--- config.mk ---
export PLATFORM = sky130hd
export DESIGN_NAME = id_branch_unit_flat
export DESIGN_NICKNAME = d
export VERILOG_FILES = /design/src/rtl/id_branch_unit_pkg.sv /design/src/rtl/id_branch_unit_if.sv /design/src/rtl/id_branch_unit_branch_target_calc.sv /design/src/rtl/id_branch_unit.sv /design/src/flat_wrapper.sv
export SDC_FILE = /design/constraint.sdc
export NUM_CORES = 1
export LEC_CHECK = 0
export BUFFER_PORTS_ARGS = -buffer_cell sky130_fd_sc_hd__buf_2
export CAP_MARGIN = 30
export CELL_PAD_IN_SITES_DETAIL_PLACEMENT = 1
export CELL_PAD_IN_SITES_GLOBAL_PLACEMENT = 2
export CORE_MARGIN = 5
export CORE_UTILIZATION = 29
export DETAILED_ROUTE_END_ITERATION = 8
export GPL_TIMING_DRIVEN = 0
export HOLD_SLACK_MARGIN = 0.12
export PLACE_DENSITY_LB_ADDON = 0.1
export RECOVER_POWER = 100
export SYNTH_ARGS = -nofsm -noshare
export SYNTH_HDL_FRONTEND = slang
export SYNTH_HIERARCHICAL = 1
export SYNTH_SLANG_ARGS = --single-unit
--- constraint.sdc ---
create_clock -name clk -period 4.6 [get_ports clk]
set_input_delay 0 -clock clk [delete_from_list [all_inputs] [get_ports clk]]
set_output_delay 0 -clock clk [all_outputs]
set_load 0.05 [all_outputs]
--- src/rtl/id_branch_unit_pkg.sv ---
// Shared constants and types for the decode-stage branch unit.
package id_branch_unit_pkg;

  localparam logic [5:0] OP_BEQ = 6'b000100;
  localparam logic [5:0] OP_BNE = 6'b000101;
  localparam logic [5:0] OP_J   = 6'b000010;

  localparam logic [31:0] NOP_INSTR = 32'h0000_0000;

  typedef enum logic {
    StRun,
    StRedirect
  } state_e;

endpackage

--- src/rtl/id_branch_unit_if.sv ---
// Fetch <-> decode bundle: IF/ID inputs, register operands, redirect pair and IF/ID outputs.
interface id_branch_unit_if #(
  parameter int unsigned DATA_W = 32,
  parameter int unsigned CNT_W  = 16
);

  logic [DATA_W-1:0] pc4_if;
  logic [DATA_W-1:0] instr_if;
  logic [DATA_W-1:0] rs_data;
  logic [DATA_W-1:0] rt_data;
  logic              pcsrc_if;
  logic [DATA_W-1:0] branch_target;
  logic [DATA_W-1:0] instr_id;
  logic [DATA_W-1:0] pc4_id;
  logic              valid_id;
  logic [CNT_W-1:0]  taken_count;

  modport master (
    output pc4_if, instr_if, rs_data, rt_data,
    input  pcsrc_if, branch_target, instr_id, pc4_id, valid_id, taken_count
  );

  modport slave (
    input  pc4_if, instr_if, rs_data, rt_data,
    output pcsrc_if, branch_target, instr_id, pc4_id, valid_id, taken_count
  );

endinterface

--- src/rtl/id_branch_unit_branch_target_calc.sv ---
// Combinational branch/jump target and taken decision for the instruction held in IF/ID.
module id_branch_unit_branch_target_calc #(
  parameter int unsigned DATA_W = 32
) (
  input  logic [DATA_W-1:0] instr_i,
  input  logic [DATA_W-1:0] pc4_i,
  input  logic [DATA_W-1:0] rs_i,
  input  logic [DATA_W-1:0] rt_i,
  input  logic              valid_i,
  output logic              take_o,
  output logic [DATA_W-1:0] target_o
);
  import id_branch_unit_pkg::*;

  logic [5:0]        opcode;
  logic              is_beq, is_bne, is_j;
  logic [DATA_W-1:0] br_offset;

  always_comb begin
    opcode    = instr_i[31:26];
    is_beq    = (opcode == OP_BEQ);
    is_bne    = (opcode == OP_BNE);
    is_j      = (opcode == OP_J);
    br_offset = {{(DATA_W - 18){instr_i[15]}}, instr_i[15:0], 2'b00};
    take_o    = valid_i & ((is_beq & (rs_i == rt_i)) | (is_bne & (rs_i != rt_i)) | is_j);
    if (is_j) begin
      target_o = {pc4_i[DATA_W-1:28], instr_i[25:0], 2'b00};
    end else begin
      target_o = pc4_i + br_offset;
    end
  end

endmodule

--- src/rtl/id_branch_unit.sv ---
// IF/ID pipeline register with decode-stage branch resolution, redirect FSM and taken counter.
module id_branch_unit #(
  parameter int unsigned       DATA_W    = 32,
  parameter int unsigned       CNT_W     = 16,
  parameter logic [DATA_W-1:0] NOP_INSTR = id_branch_unit_pkg::NOP_INSTR
) (
  input  logic            clk,
  input  logic            rst,
  id_branch_unit_if.slave bus
);
  import id_branch_unit_pkg::*;

  state_e            state_q, state_d;
  logic              pcsrc_q, pcsrc_d;
  logic [DATA_W-1:0] target_q, target_d;
  logic [DATA_W-1:0] instr_q, instr_d;
  logic [DATA_W-1:0] pc4_q, pc4_d;
  logic              valid_q, valid_d;
  logic [CNT_W-1:0]  cnt_q, cnt_d;

  logic              take;
  logic [DATA_W-1:0] calc_target;

  id_branch_unit_branch_target_calc #(
    .DATA_W (DATA_W)
  ) u_calc (
    .instr_i  (instr_q),
    .pc4_i    (pc4_q),
    .rs_i     (bus.rs_data),
    .rt_i     (bus.rt_data),
    .valid_i  (valid_q),
    .take_o   (take),
    .target_o (calc_target)
  );

  // Defaults describe a bubble; only a non-taken RUN cycle admits the fetched word.
  always_comb begin
    state_d  = StRun;
    pcsrc_d  = 1'b0;
    target_d = target_q;
    instr_d  = NOP_INSTR;
    pc4_d    = '0;
    valid_d  = 1'b0;
    cnt_d    = cnt_q;
    case (state_q)
      StRun: begin
        if (take) begin
          state_d  = StRedirect;
          pcsrc_d  = 1'b1;
          target_d = calc_target;
          if (cnt_q != '1) begin
            cnt_d = cnt_q + 1'b1;
          end
        end else begin
          instr_d = bus.instr_if;
          pc4_d   = bus.pc4_if;
          valid_d = 1'b1;
        end
      end
      StRedirect: begin
        state_d = StRun;
      end
      default: begin
        state_d = StRun;
      end
    endcase
  end

  always_ff @(posedge clk) begin
    if (rst) begin
      state_q  <= StRun;
      pcsrc_q  <= 1'b0;
      target_q <= '0;
      instr_q  <= NOP_INSTR;
      pc4_q    <= '0;
      valid_q  <= 1'b0;
      cnt_q    <= '0;
    end else begin
      state_q  <= state_d;
      pcsrc_q  <= pcsrc_d;
      target_q <= target_d;
      instr_q  <= instr_d;
      pc4_q    <= pc4_d;
      valid_q  <= valid_d;
      cnt_q    <= cnt_d;
    end
  end

  assign bus.pcsrc_if      = pcsrc_q;
  assign bus.branch_target = target_q;
  assign bus.instr_id      = instr_q;
  assign bus.pc4_id        = pc4_q;
  assign bus.valid_id      = valid_q;
  assign bus.taken_count   = cnt_q;

endmodule

--- src/flat_wrapper.sv ---
// flat-port wrapper written by rule: the top's interface ports become plain ports
module id_branch_unit_flat import id_branch_unit_pkg::*;
#(
  parameter int unsigned       DATA_W    = 32,
  parameter int unsigned       CNT_W     = 16,
  parameter logic [DATA_W-1:0] NOP_INSTR = id_branch_unit_pkg::NOP_INSTR
)
  (clk, rst, bus_pc4_if, bus_instr_if, bus_rs_data, bus_rt_data, bus_pcsrc_if, bus_branch_target, bus_instr_id, bus_pc4_id, bus_valid_id, bus_taken_count);
  id_branch_unit_if #(.DATA_W(DATA_W), .CNT_W(CNT_W)) bus_i ();
  input  logic clk;
  input  logic rst;
  input wire logic [$bits(bus_i.pc4_if)-1:0] bus_pc4_if;
  input wire logic [$bits(bus_i.instr_if)-1:0] bus_instr_if;
  input wire logic [$bits(bus_i.rs_data)-1:0] bus_rs_data;
  input wire logic [$bits(bus_i.rt_data)-1:0] bus_rt_data;
  output wire logic [$bits(bus_i.pcsrc_if)-1:0] bus_pcsrc_if;
  output wire logic [$bits(bus_i.branch_target)-1:0] bus_branch_target;
  output wire logic [$bits(bus_i.instr_id)-1:0] bus_instr_id;
  output wire logic [$bits(bus_i.pc4_id)-1:0] bus_pc4_id;
  output wire logic [$bits(bus_i.valid_id)-1:0] bus_valid_id;
  output wire logic [$bits(bus_i.taken_count)-1:0] bus_taken_count;
  assign bus_i.pc4_if = bus_pc4_if;
  assign bus_i.instr_if = bus_instr_if;
  assign bus_i.rs_data = bus_rs_data;
  assign bus_i.rt_data = bus_rt_data;
  assign bus_pcsrc_if = bus_i.pcsrc_if;
  assign bus_branch_target = bus_i.branch_target;
  assign bus_instr_id = bus_i.instr_id;
  assign bus_pc4_id = bus_i.pc4_id;
  assign bus_valid_id = bus_i.valid_id;
  assign bus_taken_count = bus_i.taken_count;
  id_branch_unit #(.DATA_W(DATA_W), .CNT_W(CNT_W), .NOP_INSTR(NOP_INSTR)) u_core (.clk(clk), .rst(rst), .bus(bus_i));
endmodule
Yosys cells after proc, flatten, opt, wreduce, memory -nomap -nowiden --
Cells that the tools add are included.
Storage, ports and cells: input bits 130, word-level logic and storage cells 29, register bits after elaboration 115
Cells by class: multiplexer cells 4, add/subtract/negate cells 2, bitwise gates (word level) 6, equality and inequality tests 6, reduce and logical (&&, ||, !) cells 4
Operators with widths (number):
- 32-bit adder | 1
- 32-bit equality test | 1
- 32-bit two-way mux | 1
- 32-bit inequality test | 1
- 16-bit by 1-bit adder with 16-bit output (second input constant) | 1
- 16-bit inequality test (second input constant) | 1
- 6-bit by 3-bit equality test with 1-bit output (second input constant) | 2
- 6-bit by 2-bit equality test with 1-bit output (second input constant) | 1
- 1-bit AND | 3
- 3-bit AND reduction | 1
- 3-bit OR reduction | 1
- 1-bit two-way mux | 2
- 1-bit bitwise OR | 2
- 1-bit one-hot mux with 2 select lines | 1
- 2-bit AND reduction | 1
- 2-bit OR reduction | 1
- 1-bit NOT | 1

Longest topological paths before layout --
Gate-level depths: netlist of run 1.
depth in word-level cells 7, mapped depth 13

By module --
Netlist of run 1, hierarchy kept.
Modules (own cells, without submodules):
- id_branch_unit | times used 1, seq. area each 2282.2 um^2, area an instance 3752.3 um^2, cells each 378
- id_branch_unit_branch_target_calc | times used 1, seq. area each 0.0 um^2, area an instance 2234.6 um^2, cells each 339

Worst setup path after synthesis of run 1 --
OpenSTA, ideal clock, no wires.
kind reg2reg, from register u_core.instr_q[15], in the netlist u_core/bus.instr_id[15], to register u_core.target_q[31], in the netlist u_core/bus.branch_target[31], cell stages (with the launch flop) 14, period minus slack after synthesis 3206 ps, arrival time 3074 ps, slack 1394 ps, cell sequence dfxtp_1 > ha_1 > buf_2 > a21oi_1 > o21bai_1 > a221o_1 > a21o_1 > a31oi_1 > a21oi_1 > o21ai_0 > o311ai_2 > xor2_1 > nand2_1 > a21oi_1
Between the ends: word-level cells in the longest chain between the ends 2
RTL lines:
- start, declared | line id_branch_unit.sv:16 | logic [DATA_W-1:0] instr_q, instr_d;
- start signal, assigned | line id_branch_unit.sv:82 | instr_q <= instr_d;
- 32-bit adder | line id_branch_unit_branch_target_calc.sv:29 | target_o = pc4_i + br_offset;
- 32-bit two-way mux | line id_branch_unit_branch_target_calc.sv:26 | if (is_j) begin
- net u_core.calc_target[31] | line id_branch_unit.sv:22 | logic [DATA_W-1:0] calc_target;
- end signal, assigned | line id_branch_unit.sv:81 | target_q <= target_d;
- end, declared | line id_branch_unit.sv:15 | logic [DATA_W-1:0] target_q, target_d;
The timed path passes the listed nets, and every way through them passes these cells. A chain may end at the register's enable or synchronous reset.

Worst setup path after layout of run 1 --
Same ends and word-level chain as after synthesis.

==> key figures, run 1 <==
Setup path
  • Worst r2r path cells: 10
  • WS Path Type: reg -> reg
  • CP Cell Sequence: ha_1 -> a21o_1 -> a21o_1 -> o31ai_1 -> o31ai_1 -> nand3_1 -> o311ai_0 -> xor2_1 -> nand2_1 -> a21oi_1
  • Crit-path leading delay family: compound AO/OA/AOI/OAI gates
  • Crit-path max cell delay: 0.87 ns
  • CP endpoint kind: register
  • Crit-path max FO: 20
  • CP max-delay cell: dfxtp_1
  • WP buf/inv: 0
  • Worst Setup Start Kind: register
  • Cell depth of the worst setup path: 10
  • Critical Path AT: 3.83 ns
  • CP required: 4.94 ns
  • Flop2flop setup slack: 1.11 ns

Detailed routing
  • DRT iter0 DRCs: 186
  • Total vias in the final route: 6,313
  • DR DRC count: 0
  • Drt pass-1 iters: 4
  • Routed wire length per instance: 17.2 um
  • Drt total wl: approximately 23 mm
  • Remaining antenna violation count: 0
  • Vias per std cell: 4.76

Synth
  • Post-Synthesis Cells: 717
  • Yosys cell types: 59
  • Synth Cell Area: 0.00599 sq mm
  • FFs w/ async S/R, synth: 0%
  • Seq/Total Area, Yosys: roughly two fifths
  • Post-Syn Nets: roughly 880
  • Yosys Warn Count: 6
  • Mean Syn Cell Area: 8.35 sq um
  • Yosys reg bits: between 100 and 150
  • EDFF count, synth: 0
  • Top FF cell, synth: dfxtp_1

Layout
  • Synthesis-to-finish area growth: 43.4%
  • FF/Latch Area: ~0.0023 sq mm
  • Share of cells above drive strength 1: 16.7%
  • Fin nets: 1,205
  • Antenna cell count: 0
  • Fillers: 2,534
  • Post-route cell area: 0.00859 sq mm
  • Multi-input gate area in the final layout: 0.00345 sq mm

GRT
  • Vias in the first global route: 6,648
  • Total Routing Usage GR: 19.1%
  • Largest net degree at the start of global routing: 21
  • First-pass GRT wire length: 36.1 mm
  • Overflow after GRT: 0
  • Initial antenna violation count: 0

Clocking
  • CTS Sinks: around 110
  • Worst-skew pair later-pin latency: 0.42 ns
  • H-tree levels: 4
  • Post-CTS Setup Bufs: 0
  • Number of buffers created by CTS: 17
  • CTS root buf: clkbuf_16
  • Bufs on Longest Clock Path: 2
  • Clock Pin Slew Worst Setup and Hold Paths: 0.06 ns
  • CTS tree: yes

Floorplan
  • Row cnt: 52
  • Die Y-Extent: 154 um
  • Ports: between 200 and 250
  • Core area: 0.0203 sq mm
  • Die W: 154 um
  • Full die area: 0.0236 sq mm
  • Initial Util: 29.5%

Run
  • Max cap viols: 0

Placed design
  • Placed cell area: about 0.0075 sq mm
  • Post-DP HPWL: between 15 and 20 mm
  • Buffers added on ports: 243
  • GPL Wtd Cong: around 0.80

Hold path
  • Hold path depth: 3
  • Worst hold path type: in -> reg

Timing
  • Final period util: 75.9%
  • Tmin final: 3.49 ns
  • Slew margin rel.: between 40% and 50%
  • Final setup skew: 0.0109 ns
  • Final hold viol count: 0
  • RSZ-0062 raised after global routing: false
  • Fin. max-slew vios: 0
  • Setup_tns: 0 ns
  • Fmax: 0.286 GHz
  • Final setup viols: 0
  • Slew at the pin closest to its max-slew limit: 0.878 ns

Power and ir drop
  • P per Cell Area: 357 mW/mm^2
  • Tot Pwr: 3060 uW
  • Static Leak: between 0.003 and 0.004 uW
  • Maximum vdd ir drop: 0.223 mV

Status
  • Status: complete, no violations
Yosys cell counts (all sizes together) (11+ instances only):
master / count / area [sq um]
o21ai: 26 / 134
inv: 12 / 45.0
a21oi: 90 / 458
a21o: 11 / 82.6
nor2: 42 / 158
xnor2: 46 / 403
dfxtp: 114 / 2280
nand4: 16 / 115
ha: 30 / 375
clkbuf: 24 / 90.1
nand3: 12 / 65.1
and2: 69 / 432
nand2: 109 / 417
cell usage in the layout (no fill, tap or decap), drive strengths merged, types with 8 or more instances in the layout:
master,instances
nor3,8
a21o,11
dfxtp,114
ha,30
dlygate4sd3,65
nand3,12
nor2,42
nand4,16
inv,16
buf,133
nand2,109
and3,10
o31ai,9
xor2,10
a21oi,90
and2,69
o21ai,26
nor2b,9
xnor2,46
clkbuf,160
routing by layer:
| layer | GRT usage [%] | vias up | routed length [um] |
|---|---|---|---|
| met5 | 0 | - | 0 |
| met4 | 4.79 | 0 | 356 |
| met3 | 4.78 | 23 | 1110 |
| met2 | 33.6 | 158 | 11000 |
| met1 | 23.5 | 2994 | 10300 |
| li1 | - | 3138 | - |
area by class of cell:
type / count / area share, %
Buffer: 31 / 1.46
Clock buffer: 19 / 5.16
Clock inverter: 13 / 2.04
Inverter: 12 / 0.525
Multi-Input combinational cell: 560 / 40.2
Sequential cell: 114 / 26.6
Tap cell: 270 / 3.93
Timing Repair Buffer: 308 / 20.1
state kept, by name, summed over array words and instances, names as in the netlist:
register,flops
u_core/state_q,1
u_core/bus.taken_count,16
u_core/bus.valid_id,1
u_core/bus.pc4_id,32
u_core/bus.branch_target,32
u_core/bus.instr_id,32
worst min-delay path, delay by kind of cell:
family / cells / cell delay, ns
buf+inv: 2 / 0.60
simple gates: 1 / 0.10
cell families (layout without fill, tap and decap cells):
kind of cell / after synthesis / in the layout / synth area share (%)
AOI/OAI and AO/OA: 164 / 164 / 16.8
muxes: 7 / 7 / 1.27
adders and majority gates: 31 / 31 / 6.60
xor gates and xnor gates: 56 / 56 / 8.19
and+or+nand+nor: 302 / 302 / 25.9
DFF: 114 / 114 / 38.1
buffers and inverters: 43 / 383 / 3.16
what timing repair did:
| item | in CTS | in global routing |
|---|---|---|
| endpoints found under the setup margin | 0 | 0 |
| hold buffers | 65 | 0 |
| resized for setup | 0 | 0 |
| hold endpoints to repair | 65 | 0 |
per-stage QoR:
stage               hold slack (ns)  setup slack (ns)  cells  util [%]
finish                        0.307              1.11   1327      42.3
global route                  0.299             0.603   1327      42.3
CTS                           0.273              1.15   1327      43.4
detailed placement            0.203              1.25   1230      37.1
global placement              0.199              1.22   1230      37.1
floorplan                     0.122              1.39    717         -
power by group:
group	total, uW	switching (uW)	internal [uW]
Combinational	600	377	223
Sequential	1060	34.5	1030
Clock	1400	522	876
Total	3060	933	2130
final timing paths:
path | from | to
hold / removal | bus_instr_if[11] | u_core/bus.instr_id[11]$_SDFF_PP0_
setup / recovery | u_core/bus.instr_id[15]$_SDFF_PP0_ | u_core/bus.branch_target[31]$_SDFFE_PP0P_
setup reg to reg | u_core/bus.instr_id[15]$_SDFF_PP0_ | u_core/bus.branch_target[31]$_SDFFE_PP0P_
hold reg to reg | u_core/bus.branch_target[28]$_SDFFE_PP0P_ | u_core/bus.branch_target[28]$_SDFFE_PP0P_
Note: power is estimated with default switching activity, not from simulation.
==> run 2: changes to the inputs <==
--- a/config.mk
+++ b/config.mk
@@ -5,12 +5,13 @@
 export SDC_FILE = /design/constraint.sdc
 export NUM_CORES = 1
 export LEC_CHECK = 0
+export ABC_AREA = 1
 export BUFFER_PORTS_ARGS = -buffer_cell sky130_fd_sc_hd__buf_2
 export CAP_MARGIN = 30
 export CELL_PAD_IN_SITES_DETAIL_PLACEMENT = 1
 export CELL_PAD_IN_SITES_GLOBAL_PLACEMENT = 2
 export CORE_MARGIN = 5
-export CORE_UTILIZATION = 29
+export CORE_UTILIZATION = 23
 export DETAILED_ROUTE_END_ITERATION = 8
 export GPL_TIMING_DRIVEN = 0
 export HOLD_SLACK_MARGIN = 0.12
==> constraint.sdc (replaced) <==
create_clock -name clk -period 3.2 [get_ports clk]
set_input_delay 0 -clock clk [delete_from_list [all_inputs] [get_ports clk]]
set_output_delay 0 -clock clk [all_outputs]
set_load 0.05 [all_outputs]
==> key figures, run 2 <==
Setup path
  • CP max-delay cell: clkbuf_2 (was dfxtp_1)
  • WP buf/inv: 4 (was 0)
  • CP required: 3.54 ns (was 4.94 ns)
  • R2r startpoint: u_core/bus.instr_id[31]$_SDFF_PP0_ (was u_core/bus.instr_id[15]$_SDFF_PP0_)
  • Crit-path max FO: 10 (was 20)
  • Crit path from: u_core/bus.instr_id[31]$_SDFF_PP0_ (was u_core/bus.instr_id[15]$_SDFF_PP0_)
  • Crit-path most repeated cell: nor2_1
  • Critical Path AT: 3.15 ns (was 3.83 ns)
  • Worst Setup Start Kind: register (unchanged)
  • Flop2flop setup slack: 0.39 ns (was 1.11 ns)
  • R2R Path End: u_core/bus.branch_target[20]$_SDFFE_PP0P_ (was u_core/bus.branch_target[31]$_SDFFE_PP0P_)
  • Crit-path leading delay family: buffers and inverters (was compound AO/OA/AOI/OAI gates)
  • Crit-path max cell delay: 0.38 ns (was 0.87 ns)
  • CP Cell Sequence: nor2_1 -> nand4_2 -> clkbuf_2 -> a21oi_1 -> inv_1 -> nor2_1 -> buf_2 -> clkbuf_1 -> o21ai_0 -> nor2_1 (was ha_1 -> a21o_1 -> a21o_1 -> o31ai_1 -> o31ai_1 -> nand3_1 -> o311ai_0 -> xor2_1 -> nand2_1 -> a21oi_1)
  • WS Path Type: reg -> reg (unchanged)
  • Worst r2r path cells: 10 (unchanged)
  • CP endpoint kind: register (unchanged)

Detailed routing
  • Drt pass-1 iters: 4 (unchanged)
  • Vias per std cell: 4.17 (was 4.76)
  • DR DRC count: 0 (unchanged)
  • Total vias in the final route: 7,668 (was 6,313)
  • Drt total wl: 27.3 mm (was 22.8 mm)
  • Remaining antenna violation count: 0 (unchanged)
  • Routed wire length per instance: 14.9 um (was 17.2 um)
  • DRT iter0 DRCs: 168 (was 186)

Synth
  • Yosys reg bits: 114 (unchanged)
  • Yosys cell types: 32 (was 59)
  • Post-Syn Nets: 1,270 (was 878)
  • Yosys Warn Count: 6 (unchanged)
  • Commonest cells in the synthesized netlist: 317 x nand2_1, 221 x nor2_1, 184 x inv_1 (was 114 x dfxtp_1, 108 x nand2_1, 88 x a21oi_1)
  • EDFF count, synth: 0 (unchanged)
  • Leading area contributor after synthesis: dfxtp_1 (unchanged)
  • FFs w/ async S/R, synth: 0% (unchanged)
  • Synth Cell Area: 0.00687 sq mm (was 0.00599 sq mm)
  • Top FF cell, synth: dfxtp_1 (unchanged)
  • Post-Synthesis Cells: 1,109 (was 717)
  • Seq/Total Area, Yosys: 33.2% (was 38.1%)
  • Mean Syn Cell Area: 6.20 sq um (was 8.35 sq um)
  • Most area-consuming cells after synthesis: dfxtp_1 33%, nand2_1 17%, nor2_1 12% (was dfxtp_1 38%, a21oi_1 7.4%, and2_1 7.2%)
  • Most common cell in the netlist: nand2_1 (was dfxtp_1)
  • Share of the synthesized area in the top cell type: 33.2% (was 38.1%)

Layout
  • Fillers: 3,858 (was 2,534)
  • Synthesis-to-finish area growth: 40.3% (was 43.4%)
  • Fin cells: 1,839 (was 1,327)
  • Fin nets: 1,597 (was 1,205)
  • Antenna cell count: 0 (unchanged)
  • Commonest non-fill, non-tap cell in the layout: nand2_1 (was clkbuf_1)
  • Share of cells above drive strength 1: 13.5% (was 16.7%)
  • Final Util: 32.6% (was 42.3%)
  • Most frequent cells in the layout: 317 x nand2_1, 223 x nor2_1, 185 x inv_1 (was 142 x clkbuf_1, 130 x buf_2, 114 x dfxtp_1)
  • Post-route cell area: 0.00964 sq mm (was 0.00859 sq mm)

Floorplan
  • Initial Util: 23.2% (was 29.5%)
  • Core area: 0.0296 sq mm (was 0.0203 sq mm)
  • Die W: 183 um (was 154 um)
  • Ports: 244 (unchanged)
  • Die Y-Extent: 183 um (was 154 um)
  • Full die area: 0.0334 sq mm (was 0.0236 sq mm)
  • Row cnt: 63 (was 52)

Hold path
  • Worst hold path type: in -> reg (unchanged)
  • HP Start: bus_pc4_if[23] (was bus_instr_if[11])
  • Hold Crit Endpoint: u_core/bus.pc4_id[23]$_SDFF_PP0_ (was u_core/bus.instr_id[11]$_SDFF_PP0_)
  • Hold path depth: 4 (was 3)

Timing
  • Final setup viols: 0 (unchanged)
  • Final hold viol count: 0 (unchanged)
  • Final setup skew: 0.0192 ns (was 0.0109 ns)
  • RSZ-0062 raised after global routing: false (unchanged)
  • Tmin final: 2.81 ns (was 3.49 ns)
  • Fmax: 0.356 GHz (was 0.286 GHz)
  • Slew at the pin closest to its max-slew limit: 0.828 ns (was 0.878 ns)
  • Slew margin rel.: 44.7% (was 41.0%)
  • Fin. max-slew vios: 0 (unchanged)
  • Final period util: 87.7% (was 75.9%)
  • Setup_tns: 0 ns (unchanged)

Power and ir drop
  • Static Leak: 0.00499 uW (was 0.00356 uW)
  • Tot Pwr: 4390 uW (was 3060 uW)
  • P per Cell Area: 455 mW/mm^2 (was 357 mW/mm^2)
  • Maximum vdd ir drop: 0.321 mV (was 0.223 mV)

Clocking
  • CTS Sinks: 114 (unchanged)
  • Bufs on Longest Clock Path: 2 (unchanged)
  • CTS tree: yes (unchanged)
  • Clock Pin Slew Worst Setup and Hold Paths: 0.06 ns (about the same)
  • Worst-skew pair later-pin latency: 0.42 ns (about the same)
  • CTS root buf: clkbuf_16 (unchanged)
  • Number of buffers created by CTS: 17 (unchanged)
  • H-tree levels: 4 (unchanged)

Placed design
  • GPL Wtd Cong: 0.774 (was 0.798)
  • Placed cell area: 0.00858 sq mm (was 0.00754 sq mm)
  • Post-DP HPWL: 22.1 mm (was 17.1 mm)
  • Cells after DPL: 1,742 (was 1,230)
  • Buffers added on ports: 243 (unchanged)

GRT
  • Largest net degree at the start of global routing: 18 (was 21)
  • Initial antenna violation count: 0 (unchanged)
  • First-pass GRT wire length: 42.9 mm (was 36.1 mm)
  • Total Routing Usage GR: 16.2% (was 19.1%)
  • Overflow after GRT: 0 (unchanged)
  • Vias in the first global route: 8,038 (was 6,648)

Run
  • Max cap viols: 0 (unchanged)

Status
  • Status: complete, no violations (unchanged)
## run 2: cell types whose count changed after synthesis, moves of 9 or more
cell	delta
xor2_1	-10
nor2_1	+179
nand2_1	+209
a21o_1	-9
o21ai_0	+19
a21oi_1	-61
xnor2_1	-15
clkbuf_1	-11
and2_1	-68
inv_1	+172
and3_1	-10
nand3_1	+52
nor2b_1	-9
## run 2: worst max-delay path by stage
stage	end	cells after the start
6_report	u_core/bus.branch_target[20]$_SDFFE_PP0P_	10
5_1_grt	u_core/bus.taken_count[14]$_SDFFE_PP0P_	12
4_1_cts	u_core/bus.pc4_id[28]$_SDFF_PP0_	8
3_5_place_dp	u_core/bus.pc4_id[25]$_SDFF_PP0_	8
3_3_place_gp	u_core/bus.pc4_id[29]$_SDFF_PP0_	8
2_1_floorplan	u_core/bus.branch_target[30]$_SDFFE_PP0P_	13
## run 2: layout make-up
| class | count | area (sq um) | area share, % |
|---|---|---|---|
| well taps | 390 | 488 | 5.06 |
| flip-flops and latches | 114 | 2280 | 23.7 |
| clock buffers | 18 | 439 | 4.55 |
| plain buffers | 25 | 139 | 1.44 |
| clock inverters | 14 | 130 | 1.35 |
| inverters | 187 | 702 | 7.28 |
| repair buffers | 308 | 1720 | 17.9 |
| multi-input cells | 783 | 3740 | 38.8 |
## run 2: metrics by stage
step / setup WS, ns / hold WS (ns)
2_1_floorplan: 0.885 / 0.0724
3_3_place_gp: 0.200 / 0.207
3_5_place_dp: 0.177 / 0.211
4_1_cts: 0.173 / 0.304
5_1_grt: 0.0487 / 0.331
6_report: 0.394 / 0.320
## run 2: power by group
| group | switching (uW) | internal [uW] | total, uW |
|---|---|---|---|
| combinational | 656 | 321 | 977 |
| sequential | 52.5 | 1490 | 1540 |
| clock | 773 | 1100 | 1870 |
| total | 1480 | 2900 | 4390 |
## run 2: timing repair
| action | in CTS | in global routing |
|---|---|---|
| hold buffers | 65 | 0 |
| buffers inserted | 0 | 0 |
| hold endpoints to repair | 66 | 0 |
| gates resized for setup | 0 | 4 |
| setup endpoints to repair | 0 | 2 |
## run 2: cell families after synthesis
| logic type | after synthesis | share of synthesized area (%) |
|---|---|---|
| AOI/OAI and AO/OA | 75 | 5.63 |
| xor gates and xnor gates | 31 | 3.95 |
| adders and majority gates | 31 | 5.75 |
| buffers and inverters | 212 | 12.2 |
| DFF | 114 | 33.2 |
| and+or+nand+nor | 646 | 39.2 |
## run 2: per-layer routing
metal  GRT usage (%)  vias up  part of all wire, %
met4            3.84        0                  1.2
li1                -     4009                    -
met1            21.2     3482                   47
met2            28.2      162                   48
met5               0        -                    0
met3            2.60       15                  4.0
## run 2: tightest hold or removal path, delay by kind of cell
| kind | cells | cell delay [ns] |
|---|---|---|
| AND/OR/NAND/NOR | 1 | 0.08 |
| buffers and inverters | 3 | 0.63 |
